## src/rtl/keeper_pkg.sv

```systemverilog
// Shared types and constants for the goalkeeper sprite overlay stage.
package keeper_pkg;

    localparam int unsigned CNT_W            = 11;
    localparam int unsigned RGB_W            = 12;
    localparam int unsigned ROW_ADDR_W       = 20;
    localparam int unsigned SPRITE_W_DEFAULT = 200;
    localparam int unsigned SPRITE_H_DEFAULT = 300;
    localparam int unsigned PIPE_LATENCY     = 3;
    localparam logic [RGB_W-1:0] TRANSPARENT_KEY = 12'hF0F;

    typedef struct packed {
        logic [CNT_W-1:0] hcount;
        logic [CNT_W-1:0] vcount;
        logic             hsync;
        logic             hblnk;
        logic             vsync;
        logic             vblnk;
    } vga_timing_t;

    localparam int unsigned TIMING_W = $bits(vga_timing_t);

    // Row base address for a 200-pixel-wide sprite: dy*200 = dy*(128+64+8).
    function automatic logic [ROW_ADDR_W-1:0] times_200(input logic [CNT_W-1:0] dy);
        logic [ROW_ADDR_W-1:0] d;
        d = ROW_ADDR_W'(dy);
        return (d << 7) + (d << 6) + (d << 3);
    endfunction

endpackage

```

## src/rtl/signal_delay.sv

```systemverilog
// Fixed-depth register delay line with synchronous clear.
module signal_delay #(
    parameter int unsigned WIDTH   = 8,
    parameter int unsigned CLK_DEL = 2
) (
    input  logic             clk,
    input  logic             rst,
    input  logic [WIDTH-1:0] din_i,
    output logic [WIDTH-1:0] dout_o
);

    logic [WIDTH-1:0] pipe_q [CLK_DEL];

    always_ff @(posedge clk) begin
        if (rst) begin
            for (int i = 0; i < int'(CLK_DEL); i++) begin
                pipe_q[i] <= '0;
            end
        end else begin
            pipe_q[0] <= din_i;
            for (int i = 1; i < int'(CLK_DEL); i++) begin
                pipe_q[i] <= pipe_q[i-1];
            end
        end
    end

    assign dout_o = pipe_q[CLK_DEL-1];

endmodule

```

## src/rtl/draw_goalkeeper.sv

```systemverilog
// Goalkeeper sprite overlay: ROM addressing, 3-cycle aligned compositing.
// Define KEEPER_TRANSPARENCY_EN to treat TRANSPARENT_KEY pixels as see-through.
module draw_goalkeeper
    import keeper_pkg::*;
#(
    parameter int unsigned ADDR_WIDTH = 20,
    parameter int unsigned DATA_WIDTH = 12,
    parameter int unsigned SPRITE_W   = SPRITE_W_DEFAULT,
    parameter int unsigned SPRITE_H   = SPRITE_H_DEFAULT
) (
    input  logic                  clk,
    input  logic                  rst,
    input  logic [10:0]           hcount_in,
    input  logic                  hsync_in,
    input  logic                  hblnk_in,
    input  logic [10:0]           vcount_in,
    input  logic                  vsync_in,
    input  logic                  vblnk_in,
    input  logic [11:0]           rgb_in,
    input  logic [10:0]           xpos,
    input  logic [10:0]           ypos,
    input  logic                  keeper_en,
    output logic [ADDR_WIDTH-1:0] rom_addr,
    input  logic [DATA_WIDTH-1:0] rom_data,
    output logic [10:0]           hcount_out,
    output logic [10:0]           vcount_out,
    output logic                  hsync_out,
    output logic                  hblnk_out,
    output logic                  vsync_out,
    output logic                  vblnk_out,
    output logic [11:0]           rgb_out
);

`ifdef KEEPER_TRANSPARENCY_EN
    localparam bit TRANSP_EN = 1'b1;
`else
    localparam bit TRANSP_EN = 1'b0;
`endif

    localparam int unsigned DLY_W = TIMING_W + RGB_W + 1;

    logic             vblnk_prev_q;
    logic [CNT_W-1:0] x_l_q;
    logic [CNT_W-1:0] y_l_q;
    logic             en_l_q;
    logic             vblank_rise_c;

    // Position is only sampled on the vblank rising edge so a frame never tears.
    assign vblank_rise_c = vblnk_in && !vblnk_prev_q;

    always_ff @(posedge clk) begin
        if (rst) begin
            vblnk_prev_q <= 1'b0;
            x_l_q        <= '0;
            y_l_q        <= '0;
            en_l_q       <= 1'b0;
        end else begin
            vblnk_prev_q <= vblnk_in;
            if (vblank_rise_c) begin
                x_l_q  <= xpos;
                y_l_q  <= ypos;
                en_l_q <= keeper_en;
            end
        end
    end

    logic [CNT_W:0]          h_ext, v_ext, x_ext, y_ext;
    logic [CNT_W-1:0]        dx_c, dy_c;
    logic [ROW_ADDR_W-1:0]   row_c;
    logic                    in_box_c;
    logic [ADDR_WIDTH-1:0]   rom_addr_d, rom_addr_q;

    // Box test in 12 bits so a right/bottom edge past 2047 cannot wrap around.
    always_comb begin
        h_ext      = {1'b0, hcount_in};
        v_ext      = {1'b0, vcount_in};
        x_ext      = {1'b0, x_l_q};
        y_ext      = {1'b0, y_l_q};
        in_box_c   = en_l_q
                     && (h_ext >= x_ext) && (h_ext < x_ext + (CNT_W+1)'(SPRITE_W))
                     && (v_ext >= y_ext) && (v_ext < y_ext + (CNT_W+1)'(SPRITE_H));
        dx_c       = hcount_in - x_l_q;
        dy_c       = vcount_in - y_l_q;
        row_c      = (SPRITE_W == 200) ? times_200(dy_c)
                                       : ROW_ADDR_W'(32'(dy_c) * SPRITE_W);
        rom_addr_d = '0;
        if (in_box_c) begin
            rom_addr_d = ADDR_WIDTH'(row_c) + ADDR_WIDTH'(dx_c);
        end
    end

    always_ff @(posedge clk) begin
        if (rst) begin
            rom_addr_q <= '0;
        end else begin
            rom_addr_q <= rom_addr_d;
        end
    end

    assign rom_addr = rom_addr_q;

    vga_timing_t       timing_c, dly_timing, timing_q;
    logic [RGB_W-1:0]  dly_rgb;
    logic              dly_in_box;
    logic [DLY_W-1:0]  dly_bus;

    assign timing_c = '{hcount: hcount_in, vcount: vcount_in, hsync: hsync_in,
                        hblnk: hblnk_in, vsync: vsync_in, vblnk: vblnk_in};

    // Two cycles brings the side-band in line with the registered ROM output.
    signal_delay #(
        .WIDTH   (DLY_W),
        .CLK_DEL (PIPE_LATENCY - 1)
    ) u_delay (
        .clk    (clk),
        .rst    (rst),
        .din_i  ({timing_c, rgb_in, in_box_c}),
        .dout_o (dly_bus)
    );

    assign {dly_timing, dly_rgb, dly_in_box} = dly_bus;

    logic [RGB_W-1:0] rom_rgb_c;
    logic             is_key_c;
    logic [RGB_W-1:0] rgb_d, rgb_q;

    always_comb begin
        rom_rgb_c = RGB_W'(rom_data);
        is_key_c  = (rom_rgb_c == TRANSPARENT_KEY);
        rgb_d     = dly_rgb;
        if (dly_timing.hblnk || dly_timing.vblnk) begin
            rgb_d = '0;
        end else if (dly_in_box && !(TRANSP_EN && is_key_c)) begin
            rgb_d = rom_rgb_c;
        end
    end

    always_ff @(posedge clk) begin
        if (rst) begin
            timing_q <= '0;
            rgb_q    <= '0;
        end else begin
            timing_q <= dly_timing;
            rgb_q    <= rgb_d;
        end
    end

    assign hcount_out = timing_q.hcount;
    assign vcount_out = timing_q.vcount;
    assign hsync_out  = timing_q.hsync;
    assign hblnk_out  = timing_q.hblnk;
    assign vsync_out  = timing_q.vsync;
    assign vblnk_out  = timing_q.vblnk;
    assign rgb_out    = rgb_q;

endmodule
```

## config.mk

```make
export PLATFORM = sky130hd
export DESIGN_NAME = draw_goalkeeper
export DESIGN_NICKNAME = d
export VERILOG_FILES = /design/src/rtl/keeper_pkg.sv /design/src/rtl/signal_delay.sv /design/src/rtl/draw_goalkeeper.sv
export SDC_FILE = /design/constraint.sdc
export NUM_CORES = 1
export LEC_CHECK = 0
export BUFFER_PORTS_ARGS = -buffer_cell sky130_fd_sc_hd__clkbuf_2
export CORE_UTILIZATION = 50
export DETAILED_ROUTE_END_ITERATION = 16
export PLACE_DENSITY = 0.79
export SYNTH_ARGS = -nofsm -noshare
export SYNTH_HDL_FRONTEND = slang
export SYNTH_SLANG_ARGS = --single-unit
export TNS_END_PERCENT = 100
```

## constraint.sdc

```tcl
create_clock -name clk -period 4.5 [get_ports clk]
set_input_delay 0.9 -clock clk [delete_from_list [all_inputs] [get_ports clk]]
set_output_delay 0.9 -clock clk [all_outputs]
set_load 0.005 [all_outputs]
```

==> results.sh, run 1 <==
export IMPL_synth_seq_area_share_pct=44.1
export IMPL_avgSynthCellArea_um2=9.70
export IMPL_place_ws_ns=-0.394
export IMPL_finalWorstPathRequiredPeriod_ns=4.43
export IMPL_cpPeakStageDelay_ns=0.52
export IMPL_synth_area_mm2=0.00722
export IMPL_relSlewSlack_pct=39.1
export IMPL_finalWeightedCongestion=0.884
export IMPL_grt_first_pass_wirelength_um=25100
export IMPL_met2_usage_pct=35.3
export IMPL_ant_nets=0
export IMPL_drc_errors=0
export IMPL_hold_depth=1
export IMPL_p_int_mw=3.28
export IMPL_timing_final_crit_share_pct=98.5
export IMPL_grtUsageTotal_pct=21.7
export IMPL_tritoncts="yes"
export IMPL_rsz0062_at_grt="true"
export IMPL_busiest_layer="met2"
export IMPL_seq_power_share_pct=30.2
export IMPL_wl_um=15300
export IMPL_pwr_share_comb_pct=40.7
export IMPL_p_clk_share_pct=29.1
export IMPL_grtUsageMet1_pct=26.9
export IMPL_synthTopCellsByArea="dfxtp_1 44%, ha_1 12%, nor2b_1 9.1%"
export IMPL_hp_class="register to register"
export IMPL_wl_per_cell_um=13.5
export IMPL_finClkSkew_ns=0.0105
export IMPL_arrival_ns=4.74
export IMPL_ys_seq_elements=159
export IMPL_yosys_top_cells_count="159 x dfxtp_1, 105 x nor2b_1, 70 x ha_1, 60 x inv_1, 59 x nand2_1"
export IMPL_dp_hpwl_um=11300
export IMPL_synth_edff_count=0
export IMPL_total_power_mw=4.91
export IMPL_status="finished clean"
export IMPL_synth_warnings=0
export IMPL_cp_slowest_cell="fa_1"
export IMPL_rows=43
export IMPL_synth_flop_cell="dfxtp_1"
export IMPL_hold_violations=0
export IMPL_cts_root_buf="clkbuf_16"
export IMPL_fin_nets=1098
export IMPL_antenna_found_initial=0
export IMPL_viasPerCell=4.94
export IMPL_insertion_delay_ns=0.43
export IMPL_regToRegEndpoint="rom_addr[18]$_SDFF_PP0_"
export IMPL_drt_pass1_iter_count=5
export IMPL_initial_core_util_pct=51.6
export IMPL_tightest_slew_ns=0.913
export IMPL_dieHeight_um=122
export IMPL_via_count=5586
export IMPL_die_area_mm2=0.0149
export IMPL_grt_ovfl_total=0
export IMPL_powerDensity_mw_per_mm2=527
export IMPL_holdPathEnd="vcount_out[9]$_SDFF_PP0_"
export IMPL_path_cells="buf_6 -> inv_4 -> ha_4 -> inv_2 -> fa_2 -> a21o_1 -> a21oi_4 -> o221ai_4 -> a21o_1 -> a21oi_2 -> xor2_2 -> fa_1 -> fa_1 -> inv_2 -> ha_4 -> a21oi_2 -> o21a_1 -> o221a_2 -> o31ai_4 -> xnor2_1 -> nor2_1"
export IMPL_syn_inst=744
export IMPL_switching_share_pct=33.1
export IMPL_final_layout_size_suffix_gt1_share_pct=28.5
export IMPL_cts_max_path_buffers=2
export IMPL_critPathRequiredTime_ns=4.81
export IMPL_ff2ff_setup_slack_ns=0.30
export IMPL_yosysUniqueCellTypes=44
export IMPL_critPathKind="input pin to register"
export IMPL_grt_util_met3_pct=5.10
export IMPL_diodes=0
export IMPL_setup_worst_path_end_class="register"
export IMPL_worst_slack_ns=0.0680
export IMPL_drt_iter0_drc=184
export IMPL_timing_critical_path_from_type="input pin"
export IMPL_drv_cap=0
export IMPL_core_mm2=0.0140
export IMPL_numCtsBuffers=17
export IMPL_synthesis_nets=904
export IMPL_portBuffers=132
export IMPL_synthArstFlopShare_pct=0
export IMPL_boundaryPins=133
export IMPL_maxSlewViolCount=0
export IMPL_max_freq_ghz=0.226
export IMPL_leakage_nw=4.26
export IMPL_crit_cells=21
export IMPL_grt_max_degree=68
export IMPL_synth_largest_area_cell="dfxtp_1"
export IMPL_crit_family="adder cells"
export IMPL_synth_most_common_cell="dfxtp_1"
export IMPL_min_delay_start="u_delay.pipe_q[0][65]$_SDFF_PP0_"
export IMPL_cts_sinks=159
export IMPL_fp_dieW_um=122
export IMPL_peakVddDrop_mv=0.547
export IMPL_cts_max_level=4
export IMPL_netlist_area_leader_share_pct=44.1
export IMPL_synthToLayoutAreaGrowth_pct=29.1
export IMPL_first_global_vias=5447
export IMPL_clk_pin_slew_ns=0.07
export IMPL_critPathBufInv=4
export IMPL_reg2reg_from="x_l_q[0]$_SDFFE_PP0P_"
export IMPL_cp_max_fo=5
export IMPL_setup_violations=0
export IMPL_switchingPower_mw=1.63
export IMPL_reg2regPathDepth=19
## repair_timing
action                                  CTS  global route
gates resized for setup                   0            37
buffers inserted                          0             1
hold buffers                              0             0
endpoints found under the setup margin    0             9
## routing by layer
| layer | vias to the layer above | part of all wire [%] |
|---|---|---|
| met4 | 0 | 2.1 |
| met3 | 25 | 6.5 |
| met5 | - | 0 |
| met1 | 2544 | 45 |
| li1 | 2861 | - |
| met2 | 156 | 46 |
## cell type report
cell class | instances | area (um2)
sequential | 159 | 3180
clock inverter | 13 | 148
clock buffer | 19 | 453
multi-input combinational | 502 | 3910
fill | 1066 | 4670
inverter | 60 | 228
tap | 180 | 225
timing repair buffer | 198 | 1160
## through the flow
step	util (%)	hold WS [ns]	cell area, um2	TNS, ns	cells
3_5_place_dp	61.1	0.421	8540	-3.29	1098
3_3_place_gp	61.1	0.415	8540	-2.78	1098
6_report	66.6	0.427	9320	0	1131
2_1_floorplan	-	0.414	7260	-0.0566	744
5_1_grt	66.6	0.444	9320	-0.215	1131
4_1_cts	65.4	0.433	9140	0	1130
## how the worst max path moves through the flow
stage / to / slack [ns] / from
after floorplan: rom_addr[18]$_SDFF_PP0_ / -0.03 / vcount_in[0]
after detailed placement: rom_addr[18]$_SDFF_PP0_ / -0.39 / hcount_in[1]
after global routing: rom_addr[18]$_SDFF_PP0_ / -0.08 / hcount_in[0]
after global placement: rom_addr[18]$_SDFF_PP0_ / -0.34 / hcount_in[1]
after CTS: rom_addr[15]$_SDFF_PP0_ / 0.02 / hcount_in[0]
final: rom_addr[18]$_SDFF_PP0_ / 0.07 / hcount_in[0]
## worst register-to-register path: stages, from the launching register on
cell      delay, ns
dfxtp_1        0.38
ha_4           0.15
inv_2          0.04
fa_2           0.39
a21o_1         0.23
a21oi_4        0.21
o221ai_4       0.13
a21o_1         0.18
a21oi_2        0.17
xor2_2         0.21
fa_1           0.46
fa_1           0.52
inv_2          0.05
ha_4           0.17
a21oi_2        0.13
o21a_1         0.19
o221a_2        0.23
o31ai_4        0.07
xnor2_1        0.15
nor2_1         0.05
## power groups by stage
stage / logic, mW / registers [mW] / clock network, mW
after global routing: 2.24 / 1.49 / 1.53
after floorplan: 1.21 / 1.51 / 0
after detailed placement: 1.80 / 1.51 / 0
final: 2.00 / 1.48 / 1.43
after global placement: 1.78 / 1.51 / 0
after CTS: 1.84 / 1.48 / 1.46
## sequential cells by signal, summed over array words and instances, names as in the netlist, 11 cells and up
name and cells:
y_l_q 11, vcount_out 11, u_delay.pipe_q 78, hcount_out 11, x_l_q 11, rgb_out 12
rom_addr 20
## layout by cell type (no fill, tap or decap), types with 12 or more instances in the layout
cell,netlist,layout
a21o_1,15,15
a21oi_1,43,35
buf_4,0,67
clkbuf_16,0,17
clkbuf_2,0,130
dfxtp_1,159,159
fa_1,15,12
ha_1,70,66
inv_1,60,57
mux2i_1,12,12
nand2_1,59,58
nor2_1,41,41
nor2b_1,105,105
o21ai_0,18,12
xnor2_1,30,27
## cell families after synthesis
logic type / after synthesis / share of synthesized area, %
and+or+nand+nor: 242 / 17.6
DFF: 159 / 44.1
adders and majority gates: 85 / 16.3
AOI/OAI and AO/OA: 124 / 11.1
muxes: 12 / 1.66
buffers and inverters: 83 / 4.46
xor gates and xnor gates: 39 / 4.73
(Power assumes the default switching activity.)
==> run 2, diff against run 1 <==
--- a/config.mk
+++ b/config.mk
@@ -6,8 +6,11 @@
 export NUM_CORES = 1
 export LEC_CHECK = 0
 export BUFFER_PORTS_ARGS = -buffer_cell sky130_fd_sc_hd__clkbuf_2
+export CORE_ASPECT_RATIO = 0.5
 export CORE_UTILIZATION = 50
+export CTS_CLUSTER_SIZE = 28
 export DETAILED_ROUTE_END_ITERATION = 16
+export HOLD_SLACK_MARGIN = 0.06
 export PLACE_DENSITY = 0.79
 export SYNTH_ARGS = -nofsm -noshare
 export SYNTH_HDL_FRONTEND = slang
==> run 2 against run 1 <==
  * Sequential share of layout area down 0.16 points
  * Critical path type unchanged
  * Setup slack worse by 0.0095 ns
  * Die area up 0.19%
  * Maximum frequency down 0.21%
==> results.sh, run 2 (same netlist as run 1, synthesis figures left out) <==
export IMPL_drc_errors=0
export IMPL_maxSlewViolCount=0
export IMPL_clk_pin_slew_ns=0.07
export IMPL_numCtsBuffers=17
export IMPL_multi_input_comb_area_mm2=0.00397
export IMPL_cts_max_level=4
export IMPL_place_ws_ns=-0.502
export IMPL_leakage_nw=4.27
export IMPL_critPathRequiredTime_ns=4.81
export IMPL_reg2regPathDepth=19
export IMPL_regToRegEndpoint="rom_addr[15]$_SDFF_PP0_"
export IMPL_dieHeight_um=87.0
export IMPL_grt_max_degree=77
export IMPL_grt_first_pass_wirelength_um=25000
export IMPL_final_layout_size_suffix_gt1_share_pct=29.4
export IMPL_hp_class="register to register"
export IMPL_core_mm2=0.0138
export IMPL_status="finished clean"
export IMPL_drt_iter0_drc=329
export IMPL_antenna_found_initial=1
export IMPL_top_register="u_delay.pipe_q"
export IMPL_fill_cells=1091
export IMPL_drv_cap=0
export IMPL_ff2ff_setup_slack_ns=0.30
export IMPL_max_freq_ghz=0.225
export IMPL_ant_nets=0
export IMPL_arrival_ns=4.75
export IMPL_finalWeightedCongestion=0.886
export IMPL_timing_final_crit_share_pct=98.7
export IMPL_first_global_vias=5266
export IMPL_worst_slack_ns=0.0584
export IMPL_cp_max_fo=2
export IMPL_grt_ovfl_total=0
export IMPL_wl_um=16100
export IMPL_rows=30
export IMPL_hold_violations=0
export IMPL_insertion_delay_ns=0.42
export IMPL_powerDensity_mw_per_mm2=527
export IMPL_timing_critical_path_from_type="input pin"
export IMPL_critPathKind="input pin to register"
export IMPL_largest_register_ffs=78
export IMPL_drt_pass1_iter_count=5
export IMPL_die_area_mm2=0.0149
export IMPL_synthToLayoutAreaGrowth_pct=29.7
export IMPL_path_cells="clkbuf_2 -> inv_2 -> ha_4 -> inv_1 -> fa_2 -> a21o_1 -> a21oi_2 -> buf_4 -> o21bai_1 -> a21oi_1 -> xor2_1 -> fa_1 -> inv_2 -> ha_4 -> fa_2 -> a211oi_4 -> o21ai_1 -> o211ai_1 -> a21boi_2 -> nor3_2 -> nor3_2"
export IMPL_boundaryPins=133
export IMPL_critPathCapture="rom_addr[15]$_SDFF_PP0_"
export IMPL_finalWorstPathRequiredPeriod_ns=4.44
export IMPL_fin_nets=1102
export IMPL_tightest_slew_ns=1.01
export IMPL_cts_max_path_buffers=2
export IMPL_fp_dieW_um=172
export IMPL_finClkSkew_ns=0.0152
export IMPL_regArea_mm2=0.00318
export IMPL_layout_cells_most_common="dfxtp_1"
export IMPL_portBuffers=132
export IMPL_cts_root_buf="clkbuf_16"
export IMPL_peakVddDrop_mv=0.547
export IMPL_tritoncts="yes"
export IMPL_startpoint="hcount_in[0]"
export IMPL_cp_slowest_cell="fa_1"
export IMPL_mostFrequentLayoutCells="159 x dfxtp_1, 131 x clkbuf_2, 104 x nor2b_1"
export IMPL_initial_core_util_pct=52.2
export IMPL_cpPeakStageDelay_ns=0.57
export IMPL_setup_worst_path_end_class="register"
export IMPL_wl_per_cell_um=14.1
export IMPL_final_util_pct=67.7
export IMPL_cts_sinks=159
export IMPL_via_count=5620
export IMPL_relSlewSlack_pct=32.5
export IMPL_reg2reg_from="x_l_q[0]$_SDFFE_PP0P_"
export IMPL_diodes=0
export IMPL_setup_violations=0
export IMPL_viasPerCell=4.90
export IMPL_grtUsageTotal_pct=21.6
export IMPL_dp_hpwl_um=11600
export IMPL_total_power_mw=4.94
## run 2: cell types whose count changed in the layout (fill, tap and decap cells not counted), sizes merged
cell	before	now
buf	68	71
bufinv	1	0
clkbuf	149	150
clkinv	3	4
clkinvlp	2	0
inv	67	69
## run 2: worst min-delay path by stage
stage	start	end	slack (ns)	cells after the start
2_1_floorplan	u_delay.pipe_q[0][67]$_SDFF_PP0_	hcount_out[0]$_SDFF_PP0_	0.41	1
3_3_place_gp	u_delay.pipe_q[0][22]$_SDFF_PP0_	u_delay.pipe_q[0][61]$_SDFF_PP0_	0.42	1
3_5_place_dp	u_delay.pipe_q[0][31]$_SDFF_PP0_	u_delay.pipe_q[0][70]$_SDFF_PP0_	0.42	1
4_1_cts	u_delay.pipe_q[0][60]$_SDFF_PP0_	vcount_out[4]$_SDFF_PP0_	0.43	1
5_1_grt	u_delay.pipe_q[0][3]$_SDFF_PP0_	u_delay.pipe_q[0][42]$_SDFF_PP0_	0.45	1
6_report	u_delay.pipe_q[0][57]$_SDFF_PP0_	vcount_out[1]$_SDFF_PP0_	0.43	1
## run 2: final cells by class
type | instances | area share, %
clock buffer | 19 | 4.63
clock inverter | 13 | 1.28
inverter | 60 | 2.41
multi-input combinational | 502 | 42.4
sequential | 159 | 34.0
tap | 192 | 2.57
timing repair buffer | 202 | 12.7
## run 2: critical path: cells and delay by family
kind | cells | cell delay (ns)
XOR/XNOR | 1 | 0.12
AO/OA/AOI/OAI | 8 | 1.34
adder cells (fa/ha/maj) | 5 | 1.72
buffers and inverters | 5 | 0.43
AND/OR/NAND/NOR | 2 | 0.24
## run 2: timing repair
action	4_1_cts	5_1_grt
gates cloned	0	0
setup endpoints to repair	7	10
hold buffers	0	0
pin swaps	13	32
buffers inserted	3	5
resized for setup	10	35
## run 2: stage by stage
step / std cells / setup TNS [ns] / area [um2] / hold WS (ns)
floorplan: 744 / -0.0566 / 7260 / 0.414
global placement: 1107 / -2.84 / 8530 / 0.416
detailed placement: 1107 / -4.59 / 8530 / 0.420
CTS: 1142 / 0 / 9140 / 0.432
global route: 1147 / -0.215 / 9360 / 0.449
finish: 1147 / 0 / 9360 / 0.428
## run 2: power breakdown
group	internal (mW)	total (mW)	switching (mW)
Sequential	1.46	1.48	0.0210
Combinational	1.03	2.10	1.07
Clock	0.731	1.35	0.621
## run 2: per-layer routing
metal	vias to the layer above	part of all wire [%]	GRT usage, %
met5	-	0.081	0
met4	2	1.9	7.24
met1	2547	47	29.6
met3	33	5.8	4.54
li1	2862	-	-
met2	176	45	34.0
==> run 3, diff against run 2 <==
--- a/config.mk
+++ b/config.mk
@@ -12,6 +12,7 @@
 export DETAILED_ROUTE_END_ITERATION = 16
 export HOLD_SLACK_MARGIN = 0.06
 export PLACE_DENSITY = 0.79
+export RECOVER_POWER = 25
 export SYNTH_ARGS = -nofsm -noshare
 export SYNTH_HDL_FRONTEND = slang
 export SYNTH_SLANG_ARGS = --single-unit
==> run 3 against run 2 <==
  * The run now ends with capacitance limit, slew limit left
  * Wire length about the same
  * Clock power about the same
  * Setup slack improved by 0.0068 ns
  * Final cell count unchanged
  * Sequential power about the same
  * Worst hold slack about the same
  * Maximum frequency increased by 0.15%
  * First-iteration DRC count increased by 1.5%
==> results.sh, run 3 (same netlist as run 1, synthesis figures left out) <==
export IMPL_status="finished, violations left"
export IMPL_violations="capacitance limit, slew limit"
export IMPL_max_freq_ghz=0.225
export IMPL_first_global_vias=5266
export IMPL_antenna_found_initial=1
export IMPL_clk_pin_slew_ns=0.07
export IMPL_hold_violations=0
export IMPL_grt_ovfl_total=0
export IMPL_critPathRequiredTime_ns=4.81
export IMPL_drv_cap=1
export IMPL_cts_hold_buf=0
export IMPL_via_count=5623
export IMPL_switchingPower_mw=1.71
export IMPL_busiest_layer="met2"
export IMPL_finalWorstPathRequiredPeriod_ns=4.43
export IMPL_portBuffers=132
export IMPL_top_register="u_delay.pipe_q"
export IMPL_dp_hpwl_um=11600
export IMPL_tightest_slew_ns=2.29
export IMPL_peakVddDrop_mv=0.547
export IMPL_boundaryPins=133
export IMPL_grt_max_degree=77
export IMPL_diodes=0
export IMPL_fp_dieW_um=172
export IMPL_relSlewSlack_pct=-52.9
export IMPL_switching_share_pct=34.7
export IMPL_tritoncts="yes"
export IMPL_finClkSkew_ns=0.0151
export IMPL_viasPerCell=4.90
export IMPL_drt_iter0_drc=334
export IMPL_core_mm2=0.0138
export IMPL_die_area_mm2=0.0149
export IMPL_drt_pass1_iter_count=5
export IMPL_critPathKind="input pin to register"
export IMPL_grtUsageMet1_pct=29.6
export IMPL_hp_class="register to register"
export IMPL_final_util_pct=67.7
export IMPL_setup_violations=0
export IMPL_seq_power_share_pct=30.0
export IMPL_grt_util_met3_pct=4.54
export IMPL_cts_max_path_buffers=2
export IMPL_ant_nets=0
export IMPL_final_layout_size_suffix_gt1_share_pct=29.2
export IMPL_cp_max_fo=2
export IMPL_cts_max_level=4
export IMPL_total_power_mw=4.94
export IMPL_grt_first_pass_wirelength_um=25000
export IMPL_p_clk_share_pct=27.4
export IMPL_cts_root_buf="clkbuf_16"
export IMPL_wl_um=16100
export IMPL_arrival_ns=4.74
export IMPL_insertion_delay_ns=0.42
export IMPL_powerDensity_mw_per_mm2=528
export IMPL_pwr_share_comb_pct=42.6
export IMPL_synthToLayoutAreaGrowth_pct=29.6
export IMPL_wl_per_cell_um=14.0
export IMPL_dieHeight_um=87.0
export IMPL_initial_core_util_pct=52.2
export IMPL_grtUsageTotal_pct=21.6
export IMPL_layout_cells_most_common="dfxtp_1"
export IMPL_met2_usage_pct=34.0
export IMPL_leakage_nw=4.26
export IMPL_cts_sinks=159
export IMPL_place_ws_ns=-0.502
export IMPL_finalWeightedCongestion=0.886
export IMPL_largest_register_ffs=78
export IMPL_timing_critical_path_from_type="input pin"
export IMPL_mostFrequentLayoutCells="159 x dfxtp_1, 130 x clkbuf_2, 104 x nor2b_1"
export IMPL_layout_cells_non_filler=1147
export IMPL_timing_final_crit_share_pct=98.6
export IMPL_p_int_mw=3.22
export IMPL_setup_worst_path_end_class="register"
export IMPL_rows=30
export IMPL_numCtsBuffers=17
export IMPL_drc_errors=0
export IMPL_fin_tns_setup_ns=0
export IMPL_fin_nets=1102
export IMPL_maxSlewViolCount=54
export IMPL_fill_cells=1092
export IMPL_placed_cells=1107
export IMPL_worst_slack_ns=0.0652
## run 3: changes by cell type in the layout (fill, tap and decap cells not counted)
cell,delta
clkbuf_2,-1
clkbuf_1,+2
buf_4,-1
## run 3: repair_timing
action | CTS | global route
setup buffers | 3 | 5
resized for setup | 10 | 35
pin swaps | 13 | 32
cloned | 0 | 0
endpoints found under the setup margin | 7 | 10
## run 3: area by class of cell
cell class	instances	area (um2)	area share (%)
tap	192	240	2.57
clock inverter	13	120	1.28
multi-input combinational	502	3970	42.4
sequential	159	3180	34.0
inverter	60	225	2.41
clock buffer	19	433	4.63
timing repair buffer	202	1180	12.7
## run 3: path summary, 6_finish.rpt
check / start / end / slack, ns / cells after the start
worst max-delay path: hcount_in[0] / rom_addr[15]$_SDFF_PP0_ / 0.07 / 21
worst min register to register: u_delay.pipe_q[0][57]$_SDFF_PP0_ / vcount_out[1]$_SDFF_PP0_ / 0.43 / 1
worst min-delay path: u_delay.pipe_q[0][57]$_SDFF_PP0_ / vcount_out[1]$_SDFF_PP0_ / 0.43 / 1
worst max register to register: x_l_q[0]$_SDFFE_PP0P_ / rom_addr[15]$_SDFF_PP0_ / 0.31 / 19
## run 3: worst max-delay path, stage by stage
cell,delay (ns)
clkbuf_2,0.09
inv_2,0.08
ha_4,0.13
inv_1,0.05
fa_2,0.35
a21o_1,0.20
a21oi_2,0.20
buf_4,0.15
o21bai_1,0.05
a21oi_1,0.20
xor2_1,0.12
fa_1,0.57
inv_2,0.06
ha_4,0.25
fa_2,0.42
a211oi_4,0.28
o21ai_1,0.11
o211ai_1,0.18
a21boi_2,0.12
nor3_2,0.18
nor3_2,0.06
## run 3: power by group through the flow
stage	registers (mW)	logic [mW]	clock network, mW
finish	1.48	2.10	1.35
floorplan	1.51	1.21	0
global placement	1.51	1.74	0
CTS	1.48	1.85	1.38
detailed placement	1.51	1.78	0
global route	1.49	2.31	1.44
## run 3: routing by layer
metal  wire length [um]  share of wire [%]  vias up
met4                296                1.8        2
met5                 13              0.081        -
met2               7240                 45      175
met3                969                6.0       31
met1               7600                 47     2551
li1                   -                  -     2864
## run 3: metrics by stage
| stage | hold slack (ns) | cell area (um2) |
|---|---|---|
| finish | 0.428 | 9350 |
| global route | 0.449 | 9350 |
| CTS | 0.432 | 9140 |
| detailed placement | 0.420 | 8530 |
| global placement | 0.416 | 8530 |
| floorplan | 0.414 | 7260 |
